File: src/rtl/adc_capture_ctrl.sv
// rtl/adc_capture_ctrl.sv - ADC snapshot capture into SRAM and handshaked readout
//
// Purpose: stores cfg_len+1 decimated ADC samples into the capture SRAM, then
// replays them one at a time to the pad-side readout under valid/ready.
//
// Ports:
//   clk, rst_n            controller clock, asynchronous active-low reset
//   cfg_start/cfg_abort   one-cycle control pulses (abort has priority)
//   cfg_len, cfg_decim    samples-1 and keep-every-(decim+1), latched at start
//   cfg_rd_start          one-cycle pulse starting readout from CAP_DONE
//   adc_data, adc_vld     ADC sample bus
//   mem_*                 single-port SRAM, read data one cycle after select
//   out_data/valid/ready  readout stream
//   sts_*                 busy, sticky done flags, write count

module adc_capture_ctrl #(
    parameter int DATA_W = 18,
    parameter int ADDR_W = 14
) (
    input  logic              clk,
    input  logic              rst_n,
    input  logic              cfg_start,
    input  logic              cfg_abort,
    input  logic [ADDR_W-1:0] cfg_len,
    input  logic [3:0]        cfg_decim,
    input  logic              cfg_rd_start,
    input  logic [DATA_W-1:0] adc_data,
    input  logic              adc_vld,
    output logic              mem_cs,
    output logic              mem_we,
    output logic [ADDR_W-1:0] mem_addr,
    output logic [DATA_W-1:0] mem_wdata,
    input  logic [DATA_W-1:0] mem_rdata,
    output logic [DATA_W-1:0] out_data,
    output logic              out_valid,
    input  logic              out_ready,
    output logic              sts_busy,
    output logic              sts_cap_done,
    output logic              sts_rd_done,
    output logic [ADDR_W:0]   sts_wr_cnt
);

    typedef enum logic [2:0] {
        S_IDLE, S_CAPTURE, S_CAP_DONE, S_RD_ISSUE, S_RD_WAIT, S_RD_PRESENT
    } state_t;

    state_t              state_q, state_d;
    logic [ADDR_W-1:0]   len_q, len_d;
    logic [3:0]          decim_q, decim_d;
    logic [3:0]          dc_q, dc_d;
    logic [ADDR_W:0]     wr_cnt_q, wr_cnt_d;
    logic [ADDR_W-1:0]   rd_addr_q, rd_addr_d;
    logic                mem_cs_q, mem_cs_d;
    logic                mem_we_q, mem_we_d;
    logic [ADDR_W-1:0]   mem_addr_q, mem_addr_d;
    logic [DATA_W-1:0]   mem_wdata_q, mem_wdata_d;
    logic [DATA_W-1:0]   out_data_q, out_data_d;
    logic                out_valid_q, out_valid_d;
    logic                cap_done_q, cap_done_d;
    logic                rd_done_q, rd_done_d;

    always_comb begin
        state_d     = state_q;
        len_d       = len_q;
        decim_d     = decim_q;
        dc_d        = dc_q;
        wr_cnt_d    = wr_cnt_q;
        rd_addr_d   = rd_addr_q;
        mem_cs_d    = 1'b0;
        mem_we_d    = 1'b0;
        mem_addr_d  = mem_addr_q;
        mem_wdata_d = mem_wdata_q;
        out_data_d  = out_data_q;
        out_valid_d = out_valid_q;
        cap_done_d  = cap_done_q;
        rd_done_d   = rd_done_q;

        if (cfg_abort) begin
            state_d     = S_IDLE;
            out_valid_d = 1'b0;
        end else begin
            case (state_q)
                S_IDLE: begin
                    if (cfg_start) begin
                        state_d    = S_CAPTURE;
                        cap_done_d = 1'b0;
                        rd_done_d  = 1'b0;
                        wr_cnt_d   = '0;
                        len_d      = cfg_len;
                        decim_d    = cfg_decim;
                        dc_d       = '0;
                    end
                end
                S_CAPTURE: begin
                    if (adc_vld) begin
                        dc_d = (dc_q == decim_q) ? 4'd0 : dc_q + 4'd1;
                        if (dc_q == 4'd0) begin
                            mem_cs_d    = 1'b1;
                            mem_we_d    = 1'b1;
                            mem_addr_d  = wr_cnt_q[ADDR_W-1:0];
                            mem_wdata_d = adc_data;
                            wr_cnt_d    = wr_cnt_q + (ADDR_W+1)'(1);
                            // wr_cnt never exceeds len while capturing, so the
                            // low bits suffice and the full-depth case stops
                            // before the address could wrap.
                            if (wr_cnt_q[ADDR_W-1:0] == len_q) begin
                                state_d    = S_CAP_DONE;
                                cap_done_d = 1'b1;
                            end
                        end
                    end
                end
                S_CAP_DONE: begin
                    // The read select is registered, so it is launched on
                    // entry to RD_ISSUE; data then returns during RD_WAIT.
                    if (cfg_rd_start) begin
                        rd_addr_d  = '0;
                        mem_cs_d   = 1'b1;
                        mem_addr_d = '0;
                        state_d    = S_RD_ISSUE;
                    end
                end
                S_RD_ISSUE: begin
                    state_d = S_RD_WAIT;
                end
                S_RD_WAIT: begin
                    out_data_d  = mem_rdata;
                    out_valid_d = 1'b1;
                    state_d     = S_RD_PRESENT;
                end
                S_RD_PRESENT: begin
                    if (out_ready) begin
                        out_valid_d = 1'b0;
                        if (rd_addr_q == len_q) begin
                            rd_done_d = 1'b1;
                            state_d   = S_IDLE;
                        end else begin
                            rd_addr_d  = rd_addr_q + ADDR_W'(1);
                            mem_cs_d   = 1'b1;
                            mem_addr_d = rd_addr_q + ADDR_W'(1);
                            state_d    = S_RD_ISSUE;
                        end
                    end
                end
                default: state_d = S_IDLE;
            endcase
        end
    end

    always_ff @(posedge clk or negedge rst_n) begin
        if (!rst_n) begin
            state_q     <= S_IDLE;
            len_q       <= '0;
            decim_q     <= '0;
            dc_q        <= '0;
            wr_cnt_q    <= '0;
            rd_addr_q   <= '0;
            mem_cs_q    <= 1'b0;
            mem_we_q    <= 1'b0;
            mem_addr_q  <= '0;
            mem_wdata_q <= '0;
            out_data_q  <= '0;
            out_valid_q <= 1'b0;
            cap_done_q  <= 1'b0;
            rd_done_q   <= 1'b0;
        end else begin
            state_q     <= state_d;
            len_q       <= len_d;
            decim_q     <= decim_d;
            dc_q        <= dc_d;
            wr_cnt_q    <= wr_cnt_d;
            rd_addr_q   <= rd_addr_d;
            mem_cs_q    <= mem_cs_d;
            mem_we_q    <= mem_we_d;
            mem_addr_q  <= mem_addr_d;
            mem_wdata_q <= mem_wdata_d;
            out_data_q  <= out_data_d;
            out_valid_q <= out_valid_d;
            cap_done_q  <= cap_done_d;
            rd_done_q   <= rd_done_d;
        end
    end

    assign mem_cs       = mem_cs_q;
    assign mem_we       = mem_we_q;
    assign mem_addr     = mem_addr_q;
    assign mem_wdata    = mem_wdata_q;
    assign out_data     = out_data_q;
    assign out_valid    = out_valid_q;
    assign sts_busy     = (state_q != S_IDLE);
    assign sts_cap_done = cap_done_q;
    assign sts_rd_done  = rd_done_q;
    assign sts_wr_cnt   = wr_cnt_q;

endmodule

File: config.mk
export PLATFORM = sky130hd
export DESIGN_NAME = adc_capture_ctrl
export DESIGN_NICKNAME = d
export VERILOG_FILES = /design/src/rtl/adc_capture_ctrl.sv
export SDC_FILE = /design/constraint.sdc
export NUM_CORES = 1
export LEC_CHECK = 0
export CORE_ASPECT_RATIO = 0.7
export CORE_MARGIN = 4
export CORE_UTILIZATION = 45
export CTS_CLUSTER_DIAMETER = 200
export CTS_CLUSTER_SIZE = 10
export DETAILED_ROUTE_END_ITERATION = 7
export PLACE_DENSITY_LB_ADDON = 0.2
export SLEW_MARGIN = 30
export SYNTH_ARGS = -nofsm -noshare
export SYNTH_HDL_FRONTEND = slang
export SYNTH_SLANG_ARGS = --single-unit
File: constraint.sdc
create_clock -name clk -period 1.87 [get_ports clk]
set_input_delay 0.187 -clock clk [delete_from_list [all_inputs] [get_ports clk]]
set_output_delay 0.187 -clock clk [all_outputs]
set_load 0.02 [all_outputs]
==> results of run 1 <==
## layout by cell type (no fill, tap or decap), drive strengths merged, types with 16 or more instances in the layout
master	count
o21ai	23
buf	111
clkdlybuf4s50	129
mux2	57
xnor2	31
nand2	85
inv	19
nor4	16
nor2	27
xor2	17
nand3	18
dfrtp	109
## logic make-up (layout without fill, tap and decap cells)
logic type      count (synthesis)  after routing  share of synthesized area, %
compound gates                 64             64                          7.52
simple gates                  196            196                          17.3
mux                            60             60                          12.7
xor+xnor                       48             48                          7.54
buf+inv                        54            275                          5.14
flops                         109            109                          48.9
fa+ha+maj                       4              4                         0.898
## cell type report
cell class	count	area (sq um)	area share, %
Multi-Input combinational cell	372	2720	32.9
Tap cell	157	196	2.37
Sequential cell	109	2730	33.0
Timing Repair Buffer	243	2240	27.0
Clock inverter	7	105	1.27
Clock buffer	9	225	2.72
Inverter	16	60.1	0.726
## through the flow
stage	setup slack, ns	total power, uW
3_3_place_gp	-0.368	5560
3_5_place_dp	-0.444	5640
6_report	-0.273	7860
5_1_grt	-0.381	8200
4_1_cts	-0.285	7810
2_1_floorplan	-0.139	4280
## synth_stat cells, types with 2 or more instances
cell	instances	area, sq um
or4_1	3	22.5
buf_2	12	60.1
nor2b_1	2	12.5
a22o_1	7	61.3
clkbuf_1	17	63.8
nand4_1	12	75.1
inv_1	16	60.1
ha_1	4	50.1
xor2_1	17	149
o22ai_1	3	18.8
a41oi_1	2	17.5
buf_6	6	67.6
nor2_1	27	101
mux2i_1	3	30.0
mux2_2	47	529
a31oi_1	6	37.5
nand2_1	85	319
a21o_1	4	30.0
and3_1	2	12.5
or3b_2	2	17.5
nor4_1	15	93.8
dfrtp_1	109	2730
or3_1	4	25.0
mux2_4	10	150
nand3_1	18	90.1
and3b_1	2	17.5
buf_4	2	15.0
or2_2	4	25.0
nand2b_1	6	37.5
nor3_1	6	30.0
o21ai_0	23	115
a21oi_1	11	55.1
xnor2_1	31	272
and2_1	2	12.5
## worst min-delay path by stage
stage | depth (start not counted) | endpoint | slack [ns]
finish | 3 | mem_wdata[13] | 0.36
global route | 3 | mem_wdata[0] | 0.36
CTS | 3 | mem_wdata[6] | 0.35
detailed placement | 2 | len_q[9] | 0.32
global placement | 2 | len_q[8] | 0.31
floorplan | 0 | dc_q[0] | -0.11
## report_power, final
group	internal, uW	switching, uW
Combinational	1370	1250
Sequential	2780	331
Clock	1200	933
## state kept, by name (all words and copies together), names as in the netlist, 3 cells and up
name	count
dc_q	4
decim_q	4
len_q	14
mem_addr	14
mem_wdata	18
out_data	18
rd_addr_q	14
state_q	3
sts_wr_cnt	15
## layer usage
layer  vias up  routed length [um]
met5         -                   0
met4         0                 274
met3        23                1240
met2       203                7520
met1      2416                7700
li1       2269                   -
## repair_timing
action	CTS	global route
endpoints found under the setup margin	44	47
gates resized for setup	21	30
pin swaps	6	13
hold buffers	1	0
buffers inserted	2	12
endpoints found under the hold margin	109	0
## worst max-delay path: stages, from the launching register on
cell     delay, ns
dfrtp_1       0.45
xor2_1        0.20
nor4_2        0.35
nand4_1       0.20
buf_6         0.18
a21oi_4       0.15
buf_6         0.16
mux2_2        0.33
==> out/metrics.cfg, run 1 <==
[status]
status = finished, violations left
violations = negative setup slack

[grt]
grtUsageMet1_pct = 33.4
grt_pass1_vias = 4797
overflow = 0
use_met2_pct = 33.6
grt_use_total_pct = 22.7
grt_pass1_wl_um = 25500
gr-usage-met3_pct = 5.60
antenna_found_initial = 0
grt_max_degree = 110
busiest_layer = met2

[clock_tree]
cts_buffers = 9
ctsRootBufferMaster = clkbuf_16
clk_latency_ns = 0.35
cts_tree = built
path_clk_slew_ns = 0.07
cts.sinks = 109
ctsHtreeMaxLevel = 3
cts.path.max_buffers = 2

[detailed_routing]
num_vias = 4911
ant_nets = 0
drt_pass1_iterations = 4
drc = 0
wl_um = 16700
drt_iter0_markers = 368
viasPerCell = 5.38
wl_per_cell_um = 18.3

[synth]
yosysSeqAreaShare_pct = 48.9
async_flop_share_pct = 100
synthesis.nets = 600
synth_warnings = 0
synth_seq_cells = 109
synth-edff-count = 0
synth.distinct_cells = 49
syn-instance-count = 535
syn_area_per_cell_sq_um = 10.4
netlist_area_sq_um = 5580
synthFlopType = dfrtp_1

[worst_setup_path]
timing.rr.end = mem_addr[1]
cp.required_ns = 2.11
crit_fanout = 9
crit_type = reg2reg
reg2reg_depth = 7
critPathCapture = mem_addr[1]
startpoint_type = flip-flop
setup.worst_path.start = rd_addr_q[9]
rr_startpoint = rd_addr_q[9]
rrSetupSlack_ns = -0.27
worstPathArrival_ns = 2.38
worstSetupEndpointType = flip-flop

[sta]
timing.final.ws_setup_ns = -0.273
tightest_slew_ns = 0.613
fmax_mhz = 467
report.final.slew_viol_count = 0
hold_viol = 0
tns_ns = -6.16
rsz0062_at_grt = yes
fin_crit_ns = 2.14
timing.hold.ws_ns = 0.360
fin_worst_skew_ns = 0.00816
fin_crit_sh_pct = 115
slew_headroom_pct = 59.1
setup_violations = 29

[floorplan]
io_pins = 132
die_area_sq_um = 14300
die_h_um = 101
die_w_um = 141
num_rows = 33
core-area_sq_um = 11900
initial_core_util_pct = 46.9

[layout]
syn_to_final_growth_pct = 48.5
fillers = 865
diodes = 0
drive_gt1_share_pct = 29.5
post-route-util_pct = 69.6
fin_area_sq_um = 8280
fin_nets = 816
finalNonFillerCells = 913

[placed_design]
dpl-instance-area_sq_um = 7630
port_buffers = 131
dp_cells = 882
place_congestion = 0.895
hpwl_um = 12000

[power_and_ir_drop]
ir_drop_mv = 0.530
power_density_nw_per_um2 = 949
leakage_uw = 0.00371

[worst_hold_path]
min_from = adc_data[13]
hold_class = in2reg

[run]
cap_violations = 0

No activity file was read; power rests on OpenSTA's default activity.
==> run 2, diff against run 1 <==
- CAP_MARGIN: default -> 20
==> results of run 2 <==
No change in the layout: final DEF, timing and power equal those of run 1.
==> RTL change 1, RTL diff (config.mk and constraints of run 2) <==
The parameter `ADDR_W` goes from 14 to 13.
--- a/src/rtl/adc_capture_ctrl.sv
+++ b/src/rtl/adc_capture_ctrl.sv
@@ -15,7 +15,7 @@
 
 module adc_capture_ctrl #(
     parameter int DATA_W = 18,
-    parameter int ADDR_W = 14
+    parameter int ADDR_W = 13
 ) (
     input  logic              clk,
     input  logic              rst_n,
Interface: changed (resized cfg_len, mem_addr and sts_wr_cnt); port bits go from 132 to 129. The function was not compared with the original's and may differ.
==> RTL change 1 against run 2 <==
Power is 5.9% higher. Sequential cell count is 4 lower. Setup slack better by 0.12 ns. Wire length is 5.2% lower. Design area is 1.3% lower. The run still ends with negative setup slack left. Combinational power is 29% higher. Area after synthesis is 2.0% lower. Critical path type unchanged.
==> RTL change 1: results (changes against run 2) <==
worst_setup_path:
  cp-startpoint: "rd_addr_q[5]"
  r2r_cells: 6  # -1
  r2r-start: "rd_addr_q[5]"
  path_max_fanout: 11  # +2
  cpMaxStageDelayCell: "dfrtp_2"
timing:
  setup_viol: 38  # +31%
  hold_slack_ns: 0.353  # -0.00691 ns
  fin_skew_ns: 0.0115  # +0.00332 ns
  timing.final.ws_setup_ns: -0.155  # +0.118 ns
  setup-tns-final_ns: -2.82  # +3.34 ns
  worst_slew_pin_slew_ns: 0.527  # -0.0853 ns
placed_design:
  portBuffers: 128  # -2.3%
  hpwl_mm: 11.5  # -3.8%
  dp_cells: 860  # -2.5%
  gp_congestion: 0.907  # +1.4%
  dpl_cell_area_mm2: 0.00754  # -1.2%
global_routing:
  grt_pass1_wl_mm: 25.2  # -0.95%
  grt_pass1_vias: 4824  # +0.56%
  grt_use_total: 0.223  # -0.00385
  grt_max_degree: 39  # -65%
clock_network:
  post_cts.repair.setup_buffers: 12  # +10
drt:
  finalWirelength_mm: 15.9  # -5.2%
  first_pass_iters: 5  # +1
  via_count: 4872  # -0.79%
  vias_per_cell: 5.42  # +0.75%
  drtIter0Drc: 498  # +35%
final_layout:
  area_growth_pct: 49.5
  nMultiInputCombCells: 361  # -3.0%
  buffer_area_frac: 0.274  # +0.00402
  drive_gt1_frac: 0.295  # about the same
  inv_count: 17  # +1
logic_synthesis:
  synthAdderAreaFrac: 0.00916  # +0.000183
  synth_cell_types: 61  # +24%
  syn-num-nets: 578  # -3.7%
  ys_ff_latch: 105  # -3.7%
  syn_inst: 514  # -3.9%
  ys_top_cells_by_area: "dfrtp_1, mux2_2, nand2_1"
power_and_ir_drop:
  leakage_nw: 3.62  # -2.5%
  p_switching_mw: 2.76  # +9.6%
run_status:
  status: "finished with violations"
  violations: "negative setup slack"
min_path:
  hold_class: "in2async"
==> RTL change 1: changes by cell type after synthesis, moves of 4 or more <==
cell,run 2,this run
nor2_1,27,18
mux2_4,10,20
buf_2,12,8
o32a_1,0,4
nor3_1,6,10
nand3_1,18,12
mux2_2,47,30
or2_2,4,0
a31oi_1,6,2
dfrtp_1,109,105
xor2_1,17,7
==> RTL change 1: power groups by stage <==
stage | logic (mW) | registers (mW) | clock network [mW]
after detailed placement | 3.11 | 3.19 | 0
after global routing | 3.60 | 3.24 | 1.92
after CTS | 3.25 | 3.15 | 1.80
after floorplan | 1.12 | 3.59 | 0
final | 3.37 | 3.17 | 1.77
after global placement | 3.03 | 3.17 | 0
==> RTL change 1: metal layers <==
metal / wire, um / global-route usage / vias to the layer above
li1: - / - / 2250
met1: 7200 / 0.324 / 2390
met2: 7230 / 0.343 / 203
met3: 1180 / 0.0490 / 29
met4: 252 / 0.0581 / 0
met5: 0 / 0 / -
==> RTL change 2, RTL diff (config.mk and constraints of run 2) <==
Without the edit above. Re-encode `state_t` (6 states) as one-hot, 6 bits wide.
--- a/src/rtl/adc_capture_ctrl.sv
+++ b/src/rtl/adc_capture_ctrl.sv
@@ -40,8 +40,8 @@
     output logic [ADDR_W:0]   sts_wr_cnt
 );
 
-    typedef enum logic [2:0] {
-        S_IDLE, S_CAPTURE, S_CAP_DONE, S_RD_ISSUE, S_RD_WAIT, S_RD_PRESENT
+    typedef enum logic [5:0] {
+        S_IDLE = 6'b000001, S_CAPTURE = 6'b000010, S_CAP_DONE = 6'b000100, S_RD_ISSUE = 6'b001000, S_RD_WAIT = 6'b010000, S_RD_PRESENT = 6'b100000
     } state_t;
 
     state_t              state_q, state_d;
Check against the original RTL: same outputs for any inputs over 4 cycles, from zero or initial values and one cycle with rst_n low; so few cycles prove little.
==> RTL change 2 against run 2 <==
The flow still finishes with violations (negative setup slack). Highest routed layer unchanged. Sequential share of layout area shrank 0.51 points. Clock skew is essentially flat. Wire length grew 4.0%. Largest power group is now combinational logic. Area after synthesis is essentially flat. Design area grew 4.4%. Setup slack gained 0.062 ns. Combinational power grew 32%. Critical path type unchanged. Sequential cell count grew 3. First-iteration DRC count grew 21%. Critical path depth is the same. Non-clock buffer count shrank 2. Final cell count shrank 3.3%. Power grew 9.4%.
==> RTL change 2: results (changes against run 2) <==
worst_setup_path:
  cp-startpoint: "state_q[5]"
  crit_path_end: "rd_addr_q[7]"
  cpMaxStageDelayCell: "dfrtp_2"
clock_network:
  post_cts.repair.setup_buffers: 1  # -1
global_routing:
  grt_use_met2: 0.371  # +0.0349
  grt_use_total: 0.228  # +0.000838
  grt_pass1_vias: 4951  # +3.2%
  grt_pass1_wl_mm: 25.8  # +1.1%
timing:
  setup_viol: 65  # +120%
  hold_slack_ns: 0.382  # +0.0225 ns
  worst_slew_pin_slew_ns: 0.468  # -0.145 ns
  timing.final.ws_setup_ns: -0.210  # +0.0622 ns
placed_design:
  dpl_cell_area_mm2: 0.00776  # +1.7%
  hpwl_mm: 11.9  # -0.74%
power_and_ir_drop:
  ir_drop_mv: 0.596  # +12%
run_status:
  status: "finished with violations"
  violations: "negative setup slack"
logic_synthesis:
  syn_area_per_cell_um2: 11.3  # +8.4%
  synth_seq_area_share: 0.503  # +0.0141
  synth_cell_types: 55  # +12%
final_layout:
  n_fill_cell: 786  # -9.1%
  nets: 786  # -3.7%
  final_cells: 883  # -3.3%
drt:
  drt-met1-wl_mm: 7.77  # +0.92%
  wl_met3_mm: 1.09  # -12%
## RTL change 2: changes by cell type after synthesis, moves of 4 or more
cell,change
mux2_2,+24
buf_2,-7
nand2b_1,-4
nor4_1,-5
xor2_1,+5
and3_1,+4
nand2_1,-58
a22o_1,-4
nor2_1,+5
inv_1,-4
o21ai_0,+14
xnor2_1,-9
## RTL change 2: metrics by stage
| stage | worst slack [ns] | utilization |
|---|---|---|
| floorplan | -0.266 | - |
| global placement | -0.263 | 0.653 |
| detailed placement | -0.289 | 0.653 |
| CTS | -0.181 | 0.685 |
| global route | -0.268 | 0.727 |
| finish | -0.210 | 0.727 |
## RTL change 2: critical path: cells and delay by family (launching register included)
family | cells | cell delay, ns
muxes | 1 | 0.30
DFF | 1 | 0.46
buffers and inverters | 2 | 0.20
AOI/OAI and AO/OA | 2 | 0.41
and+or+nand+nor | 2 | 0.57
## RTL change 2: power breakdown
part	leakage (nW)	switching [mW]	total, mW	internal (mW)
combinational	2.21	1.52	3.47	1.95
sequential	1.46	0.364	3.27	2.90
clock	0.139	0.885	1.86	0.980
## RTL change 2: cell type report
class	instances	area share
clock buffer	12	0.0297
multi-input combinational	344	0.337
tap	157	0.0227
clock inverter	4	0.00304
inverter	13	0.00594
timing repair buffer	241	0.277
sequential	112	0.325
## RTL change 2: cell families (layout without fill, tap and decap cells)
| group | count (synthesis) | in the layout | share of synthesized area |
|---|---|---|---|
| simple gates | 134 | 134 | 0.126 |
| flops | 112 | 112 | 0.503 |
| buf+inv | 37 | 270 | 0.0308 |
| mux | 84 | 84 | 0.174 |
| fa+ha+maj | 5 | 5 | 0.0108 |
| compound gates | 77 | 77 | 0.0858 |
| xor+xnor | 44 | 44 | 0.0692 |
